**config.mk**
```make
export PLATFORM = sky130hd
export DESIGN_NAME = axi_test_phase_sequencer_flat
export DESIGN_NICKNAME = d
export VERILOG_FILES = /design/src/rtl/axi_test_phase_sequencer_if.sv /design/src/rtl/axi_test_phase_sequencer.sv /design/src/flat_wrapper.sv
export SDC_FILE = /design/constraint.sdc
export NUM_CORES = 1
export LEC_CHECK = 0
export BUFFER_PORTS_ARGS = -buffer_cell sky130_fd_sc_hd__buf_4
export CAP_MARGIN = 20
export CORE_MARGIN = 3
export CORE_UTILIZATION = 52
export DETAILED_ROUTE_END_ITERATION = 16
export PLACE_DENSITY = 0.81
export SETUP_SLACK_MARGIN = 0.5
export SYNTH_ARGS = -nofsm -noshare
export SYNTH_HDL_FRONTEND = slang
export SYNTH_SLANG_ARGS = --single-unit
```
**constraint.sdc**
```tcl
create_clock -name clk -period 2.07 [get_ports clk]
set_clock_uncertainty 0.2 [all_clocks]
set_input_delay 0.1035 -clock clk [delete_from_list [all_inputs] [get_ports clk]]
set_output_delay 0.1035 -clock clk [all_outputs]
set_load 0.03 [all_outputs]
```
**src/rtl/axi_test_phase_sequencer_if.sv**
```systemverilog
// Sequencer control bus: start/loop request, phase start pulses,
// done latches from the phase engines and status.
interface axi_test_phase_sequencer_if #(
  parameter int LOOP_WIDTH = 8
);
  logic                  seq_start;
  logic [LOOP_WIDTH-1:0] seq_loops;
  logic                  write_phase_start;
  logic                  read_phase_start;
  logic                  byte_verification_phase_start;
  logic                  write_phase_done_latched;
  logic                  read_phase_done_latched;
  logic                  byte_verification_phase_done_latched;
  logic                  clear_phase_latches;
  logic                  seq_busy;
  logic                  seq_done;
  logic                  seq_timeout;
  logic [1:0]            current_phase;
  logic [LOOP_WIDTH-1:0] loop_counter;

  modport master (
    output seq_start, seq_loops,
    output write_phase_done_latched, read_phase_done_latched,
    output byte_verification_phase_done_latched,
    input  write_phase_start, read_phase_start,
    input  byte_verification_phase_start, clear_phase_latches,
    input  seq_busy, seq_done, seq_timeout,
    input  current_phase, loop_counter
  );

  modport slave (
    input  seq_start, seq_loops,
    input  write_phase_done_latched, read_phase_done_latched,
    input  byte_verification_phase_done_latched,
    output write_phase_start, read_phase_start,
    output byte_verification_phase_start, clear_phase_latches,
    output seq_busy, seq_done, seq_timeout,
    output current_phase, loop_counter
  );
endinterface

```
**src/rtl/axi_test_phase_sequencer.sv**
```systemverilog
// Runs WRITE -> READ -> BYTE_VERIFY phases for a number of passes,
// with a per-phase watchdog. All outputs are registered.
module axi_test_phase_sequencer #(
  parameter int TIMEOUT_CYCLES = 4096,
  parameter int LOOP_WIDTH     = 8
) (
  input logic                       clk,
  input logic                       rst_n,
  axi_test_phase_sequencer_if.slave bus
);
  localparam int TW = $clog2(TIMEOUT_CYCLES + 1);
  localparam logic [TW-1:0] T_LAST = TW'(TIMEOUT_CYCLES - 1);

  typedef enum logic [2:0] {
    S_IDLE  = 3'd0,
    S_START = 3'd1,
    S_WAIT  = 3'd2,
    S_CLEAR = 3'd3,
    S_DONE  = 3'd4,
    S_ERROR = 3'd5
  } state_t;

  state_t                state, state_n;
  logic [1:0]            phase, phase_n;
  logic [LOOP_WIDTH-1:0] lcnt, lcnt_n;
  logic [LOOP_WIDTH-1:0] loops, loops_n;
  logic [TW-1:0]         tcnt, tcnt_n;
  logic                  busy, busy_n;
  logic                  done, done_n;
  logic                  tout, tout_n;
  logic                  clr, clr_n;
  logic [2:0]            start, start_n;
  logic                  fire;
  logic                  hit;
  logic [LOOP_WIDTH:0]   lcnt_inc;
  logic                  last_pass;

  // Select the done latch belonging to the active phase.
  always_comb begin
    hit = 1'b0;
    case (phase)
      2'd0:    hit = bus.write_phase_done_latched;
      2'd1:    hit = bus.read_phase_done_latched;
      2'd2:    hit = bus.byte_verification_phase_done_latched;
      default: hit = 1'b0;
    endcase
  end

  assign lcnt_inc  = {1'b0, lcnt} + 1'b1;
  assign last_pass = (lcnt_inc == {1'b0, loops});

  // Next-state and next-output logic; pulses are computed one cycle ahead.
  always_comb begin
    state_n = state;
    phase_n = phase;
    lcnt_n  = lcnt;
    loops_n = loops;
    tcnt_n  = tcnt;
    busy_n  = busy;
    done_n  = done;
    tout_n  = tout;
    clr_n   = 1'b0;
    fire    = 1'b0;
    case (state)
      S_IDLE, S_DONE, S_ERROR: begin
        if (bus.seq_start) begin
          state_n = S_START;
          phase_n = 2'd0;
          lcnt_n  = '0;
          loops_n = (bus.seq_loops == '0) ?
                    LOOP_WIDTH'(1) : bus.seq_loops;
          busy_n  = 1'b1;
          done_n  = 1'b0;
          tout_n  = 1'b0;
          fire    = 1'b1;
        end
      end
      S_START: begin
        state_n = S_WAIT;
        tcnt_n  = '0;
      end
      S_WAIT: begin
        if (hit) begin
          state_n = S_CLEAR;
          clr_n   = 1'b1;
        end else if (tcnt == T_LAST) begin
          state_n = S_ERROR;
          tout_n  = 1'b1;
          busy_n  = 1'b0;
          clr_n   = 1'b1;
        end else begin
          tcnt_n = tcnt + 1'b1;
        end
      end
      S_CLEAR: begin
        if (phase != 2'd2) begin
          phase_n = phase + 2'd1;
          state_n = S_START;
          fire    = 1'b1;
        end else begin
          lcnt_n = (&lcnt) ? lcnt : lcnt_inc[LOOP_WIDTH-1:0];
          if (last_pass) begin
            state_n = S_DONE;
            done_n  = 1'b1;
            busy_n  = 1'b0;
          end else begin
            phase_n = 2'd0;
            state_n = S_START;
            fire    = 1'b1;
          end
        end
      end
      default: begin
        state_n = S_IDLE;
        phase_n = 2'd0;
        lcnt_n  = '0;
        loops_n = '0;
        tcnt_n  = '0;
        busy_n  = 1'b0;
        done_n  = 1'b0;
        tout_n  = 1'b0;
      end
    endcase
    start_n = {fire && (phase_n == 2'd2),
               fire && (phase_n == 2'd1),
               fire && (phase_n == 2'd0)};
  end

  // State and output registers with synchronous reset.
  always_ff @(posedge clk) begin
    if (!rst_n) begin
      state <= S_IDLE;
      phase <= 2'd0;
      lcnt  <= '0;
      loops <= '0;
      tcnt  <= '0;
      busy  <= 1'b0;
      done  <= 1'b0;
      tout  <= 1'b0;
      clr   <= 1'b0;
      start <= 3'b000;
    end else begin
      state <= state_n;
      phase <= phase_n;
      lcnt  <= lcnt_n;
      loops <= loops_n;
      tcnt  <= tcnt_n;
      busy  <= busy_n;
      done  <= done_n;
      tout  <= tout_n;
      clr   <= clr_n;
      start <= start_n;
    end
  end

  assign bus.write_phase_start             = start[0];
  assign bus.read_phase_start              = start[1];
  assign bus.byte_verification_phase_start = start[2];
  assign bus.clear_phase_latches           = clr;
  assign bus.seq_busy                      = busy;
  assign bus.seq_done                      = done;
  assign bus.seq_timeout                   = tout;
  assign bus.current_phase                 = phase;
  assign bus.loop_counter                  = lcnt;
endmodule

```
**src/flat_wrapper.sv**
```systemverilog
// flat-port wrapper written by rule: the top's interface ports become plain ports
module axi_test_phase_sequencer_flat 
#(
  parameter int TIMEOUT_CYCLES = 4096,
  parameter int LOOP_WIDTH     = 8
)
  (clk, rst_n, bus_seq_start, bus_seq_loops, bus_write_phase_done_latched, bus_read_phase_done_latched, bus_byte_verification_phase_done_latched, bus_write_phase_start, bus_read_phase_start, bus_byte_verification_phase_start, bus_clear_phase_latches, bus_seq_busy, bus_seq_done, bus_seq_timeout, bus_current_phase, bus_loop_counter);
  axi_test_phase_sequencer_if #(.LOOP_WIDTH(LOOP_WIDTH)) bus_i ();
  input logic clk;
  input logic rst_n;
  input wire logic [$bits(bus_i.seq_start)-1:0] bus_seq_start;
  input wire logic [$bits(bus_i.seq_loops)-1:0] bus_seq_loops;
  input wire logic [$bits(bus_i.write_phase_done_latched)-1:0] bus_write_phase_done_latched;
  input wire logic [$bits(bus_i.read_phase_done_latched)-1:0] bus_read_phase_done_latched;
  input wire logic [$bits(bus_i.byte_verification_phase_done_latched)-1:0] bus_byte_verification_phase_done_latched;
  output wire logic [$bits(bus_i.write_phase_start)-1:0] bus_write_phase_start;
  output wire logic [$bits(bus_i.read_phase_start)-1:0] bus_read_phase_start;
  output wire logic [$bits(bus_i.byte_verification_phase_start)-1:0] bus_byte_verification_phase_start;
  output wire logic [$bits(bus_i.clear_phase_latches)-1:0] bus_clear_phase_latches;
  output wire logic [$bits(bus_i.seq_busy)-1:0] bus_seq_busy;
  output wire logic [$bits(bus_i.seq_done)-1:0] bus_seq_done;
  output wire logic [$bits(bus_i.seq_timeout)-1:0] bus_seq_timeout;
  output wire logic [$bits(bus_i.current_phase)-1:0] bus_current_phase;
  output wire logic [$bits(bus_i.loop_counter)-1:0] bus_loop_counter;
  assign bus_i.seq_start = bus_seq_start;
  assign bus_i.seq_loops = bus_seq_loops;
  assign bus_i.write_phase_done_latched = bus_write_phase_done_latched;
  assign bus_i.read_phase_done_latched = bus_read_phase_done_latched;
  assign bus_i.byte_verification_phase_done_latched = bus_byte_verification_phase_done_latched;
  assign bus_write_phase_start = bus_i.write_phase_start;
  assign bus_read_phase_start = bus_i.read_phase_start;
  assign bus_byte_verification_phase_start = bus_i.byte_verification_phase_start;
  assign bus_clear_phase_latches = bus_i.clear_phase_latches;
  assign bus_seq_busy = bus_i.seq_busy;
  assign bus_seq_done = bus_i.seq_done;
  assign bus_seq_timeout = bus_i.seq_timeout;
  assign bus_current_phase = bus_i.current_phase;
  assign bus_loop_counter = bus_i.loop_counter;
  axi_test_phase_sequencer #(.TIMEOUT_CYCLES(TIMEOUT_CYCLES), .LOOP_WIDTH(LOOP_WIDTH)) u_core (.clk(clk), .rst_n(rst_n), .bus(bus_i));
endmodule
```
==> summary.md <==
| Metric | Value |
|---|---|
| Status | complete, no violations |
| Initial antenna violation count | 0 |
| Remaining DRCs | 0 |
| P&R area growth vs syn | 54.37% |
| Worst hold path class | in -> reg |
| Syn Area/Cell | roughly 8 um2 |
| Clock sinks | 41 |
| Asr flop ratio synth | 0 |
| Die ar. | approximately 0.0055 mm2 |
| WS Path Type | reg -> reg |
| Synth top cells by count | 41 x dfxtp_1, 34 x a21oi_1, 32 x nand2_1 |
| Internal Power | around 1.7 mW |
| Core area | between 0.004 and 0.005 mm2 |
| Drt pass-1 iters | 6 |
| Net Sw Power | 1.099 mW |
| Worst-path clk slew | around 0.080 ns |
| Mean routed wirelength per cell | 24.40 um |
| Width of the die | around 74 um |
| Leak pwr | between 1 and 1.5 nW |
| Root buf cell | clkbuf_8 |
| Vias/cell | roughly 7.4 |
| Clk pwr share | 0.202 |
| Sequential share of the synthesized area | 0.3374 |
| Yosys reg bits | 41 |
| Final Hold Viols | 0 |
| Initial core utilization | 0.5473 |
| Tcrit/Tclk final | 0.9949 |
| Number of global-route vias before repair | between 2000 and 3000 |
| PD cells | between 700 and 800 mW/mm2 |
| Critical path peak fanout | 3 |
| Mapped Nets | roughly 320 |
| Mapped Area | around 0.0024 mm2 |
| Initial DRC Count | between 500 and 600 |
| Post-synth cell types | 62 |
| Synth warn | 0 |
| Post-synth EDFFs | 0 |
| H-tree Lvls | 2 |
| Largest net degree at the start of global routing | 23 |
| First-pass GRT wire length | roughly 12 mm |
| I/O Buffers | 30 |
| CP Capture Type | flip-flop |
| Layout Cells excl Fill | 440 |
| Final Setup Violations | 0 |
| Tightest Pin Transition | 0.8626 ns |
| Die height | around 74 um |
| Worst hold margin | approximately 0.058 ns |
| Routed wire length | approximately 11 mm |
| Fin nets | 404 |
| Row cnt | 24 |
| Final number of max-transition violations | 0 |
| Final instance area | approximately 0.0038 mm2 |
| RSZ-0062 raised after global routing | yes |
| Top-count cell post-synth | dfxtp_1 |
| Area share of the largest cell type after synthesis | 0.3374 |
| Sw Share | 0.3939 |
| Max Buffers Root-to-Sink | 2 |
| Final WS setup | approximately 0.011 ns |
| Worst vdd ir | around 0.00053 V |
| Comb pwr share | 0.457 |
| Antenna-violating nets left | 0 |
| Fin crit period | around 2.1 ns |
| Via Count | about 3300 |
| Critical Path RT | 2.09 ns |
| Antenna fix cells | 0 |
| Fraction of layout cells with a size suffix above 1 | 0.4381 |
| Ports | 31 |
| Ranking of synthesized cells by area | dfxtp_1 34%, a21oi_1 7.0%, nand2_1 4.9% |
| Inst Count DP | between 300 and 400 |
| CP arrival | between 2 and 2.5 ns |
| Total power | approximately 2.8 mW |
| Sequential fraction of design power | 0.341 |
| Post-synth top flop | dfxtp_1 |
| DP HPWL | about 4.6 mm |
| Placed Instance Area | between 0.002 and 0.003 mm2 |
| Global route total overflow | 0 |
| Startpoint Class | flip-flop |
| Max-Cap Viols | 0 |
| Relative slew slack | 0.4243 |
| Cts bufs inserted | 5 |
| Skew-Pair Late Insertion Delay | roughly 0.31 ns |
| Yosys top cell by area | dfxtp_1 |
| Synthesized netlist cell count | between 300 and 400 |
| Pre-CTS setup slack | 0.03942 ns |
| CTS tree | yes |
| GP Congestion | ~0.86 |
| Gr usage total | 0.2860 |
| FMAX | 485.6 MHz |
==> final cells by class <==
type / instances / area [um2]
Multi-Input combinational cell: 245 / 1944
Sequential cell: 41 / 858.3
Clock buffer: 7 / 86.33
Timing Repair Buffer: 91 / 785.8
Inverter: 4 / 15.01
Tap cell: 52 / 65.06
Fill cell: 191 / 689.4
==> logic make-up after synthesis <==
family                     after synthesis  synth area share
DFF                                     41            0.3374
adders and majority gates                2           0.01029
buffers and inverters                   24           0.04218
xor gates and xnor gates                 8           0.02881
muxes                                    6           0.02984
AOI/OAI and AO/OA                       89            0.2371
and+or+nand+nor                        138            0.3143
==> critical path: stages (launching register included) <==
cell and delay, ns:
dfxtp_4 0.38, mux2i_4 0.30, o2bb2ai_4 0.12, o31a_1 0.26, or4_1 0.49, a21oi_1 0.22
==> layout by cell type (no fill, tap or decap), types with 3 or more instances in the layout <==
master,count
buf_4,69
o21ai_0,3
mux2i_1,5
o21ai_1,7
nor3_1,3
o2bb2ai_4,3
a211oi_1,3
a21oi_1,27
o21ai_2,5
a31oi_1,3
nand2_1,27
dfxtp_2,6
a21oi_2,7
nor2b_1,4
nor2_2,3
and4_4,3
nand2b_1,5
nor2_1,12
o211ai_1,3
nor2_4,4
dfxtp_1,27
clkbuf_8,6
buf_6,10
and4_1,3
nand2_2,5
nand4_1,5
inv_1,4
dlygate4sd3_1,9
nor2b_4,3
xnor2_1,5
or4_1,7
dfxtp_4,8
and3_1,5
nand3_1,15
or3_1,8
==> repair_timing <==
item | in CTS | in global routing
buffers inserted | 19 | 10
endpoints found under the setup margin | 38 | 41
pin swaps | 22 | 33
gates resized for setup | 43 | 53
cloned | 1 | 2
hold buffers | 9 | 0
hold endpoints to repair | 14 | 0
==> worst paths after layout <==
path	from	end	slack [ns]	cells past startpoint
hold reg to reg	u_core.tcnt[12]	u_core.tcnt[12]	0.24	2
setup reg to reg	u_core.bus.current_phase[1]	u_core.tcnt[10]	0.01	5
setup / recovery	u_core.bus.current_phase[1]	u_core.tcnt[10]	0.01	5
hold / removal	bus_seq_loops[0]	u_core.loops[0]	0.06	5
==> state kept, by name (all words and copies together), names as in the netlist <==
signal and flops:
u_core.bus.seq_busy 1, u_core.bus.current_phase 2, u_core.start 3, u_core.state 3
u_core.bus.seq_done 1, u_core.loops 8, u_core.bus.seq_timeout 1, u_core.bus.clear_phase_latches 1
u_core.bus.loop_counter 8, u_core.tcnt 13
==> per-stage QoR <==
stage,setup TNS (ns),util
after floorplan,0,-
after detailed placement,0,0.6503
after global placement,0,0.6503
after global routing,-0.1801,0.8449
final,0,0.8449
after CTS,0,0.7677
==> power by group through the flow <==
stage / registers (mW) / logic [mW] / clock network [mW]
6_report: 0.951 / 1.28 / 0.563
5_1_grt: 0.951 / 1.31 / 0.575
4_1_cts: 0.927 / 0.943 / 0.538
3_5_place_dp: 0.950 / 0.750 / 0
3_3_place_gp: 0.946 / 0.739 / 0
2_1_floorplan: 0.955 / 0.494 / 0
==> per-layer routing <==
layer | wire [um] | global-route usage | up-vias | part of all wire
met2 | 4926 | 0.4820 | 326 | 0.46
met5 | 0 | 0 | - | 0
met1 | 3829 | 0.3474 | 1508 | 0.36
met4 | 818 | 0.1304 | 0 | 0.076
met3 | 1161 | 0.06216 | 127 | 0.11
li1 | - | - | 1312 | -
Note: power is estimated with default switching activity, not from simulation.
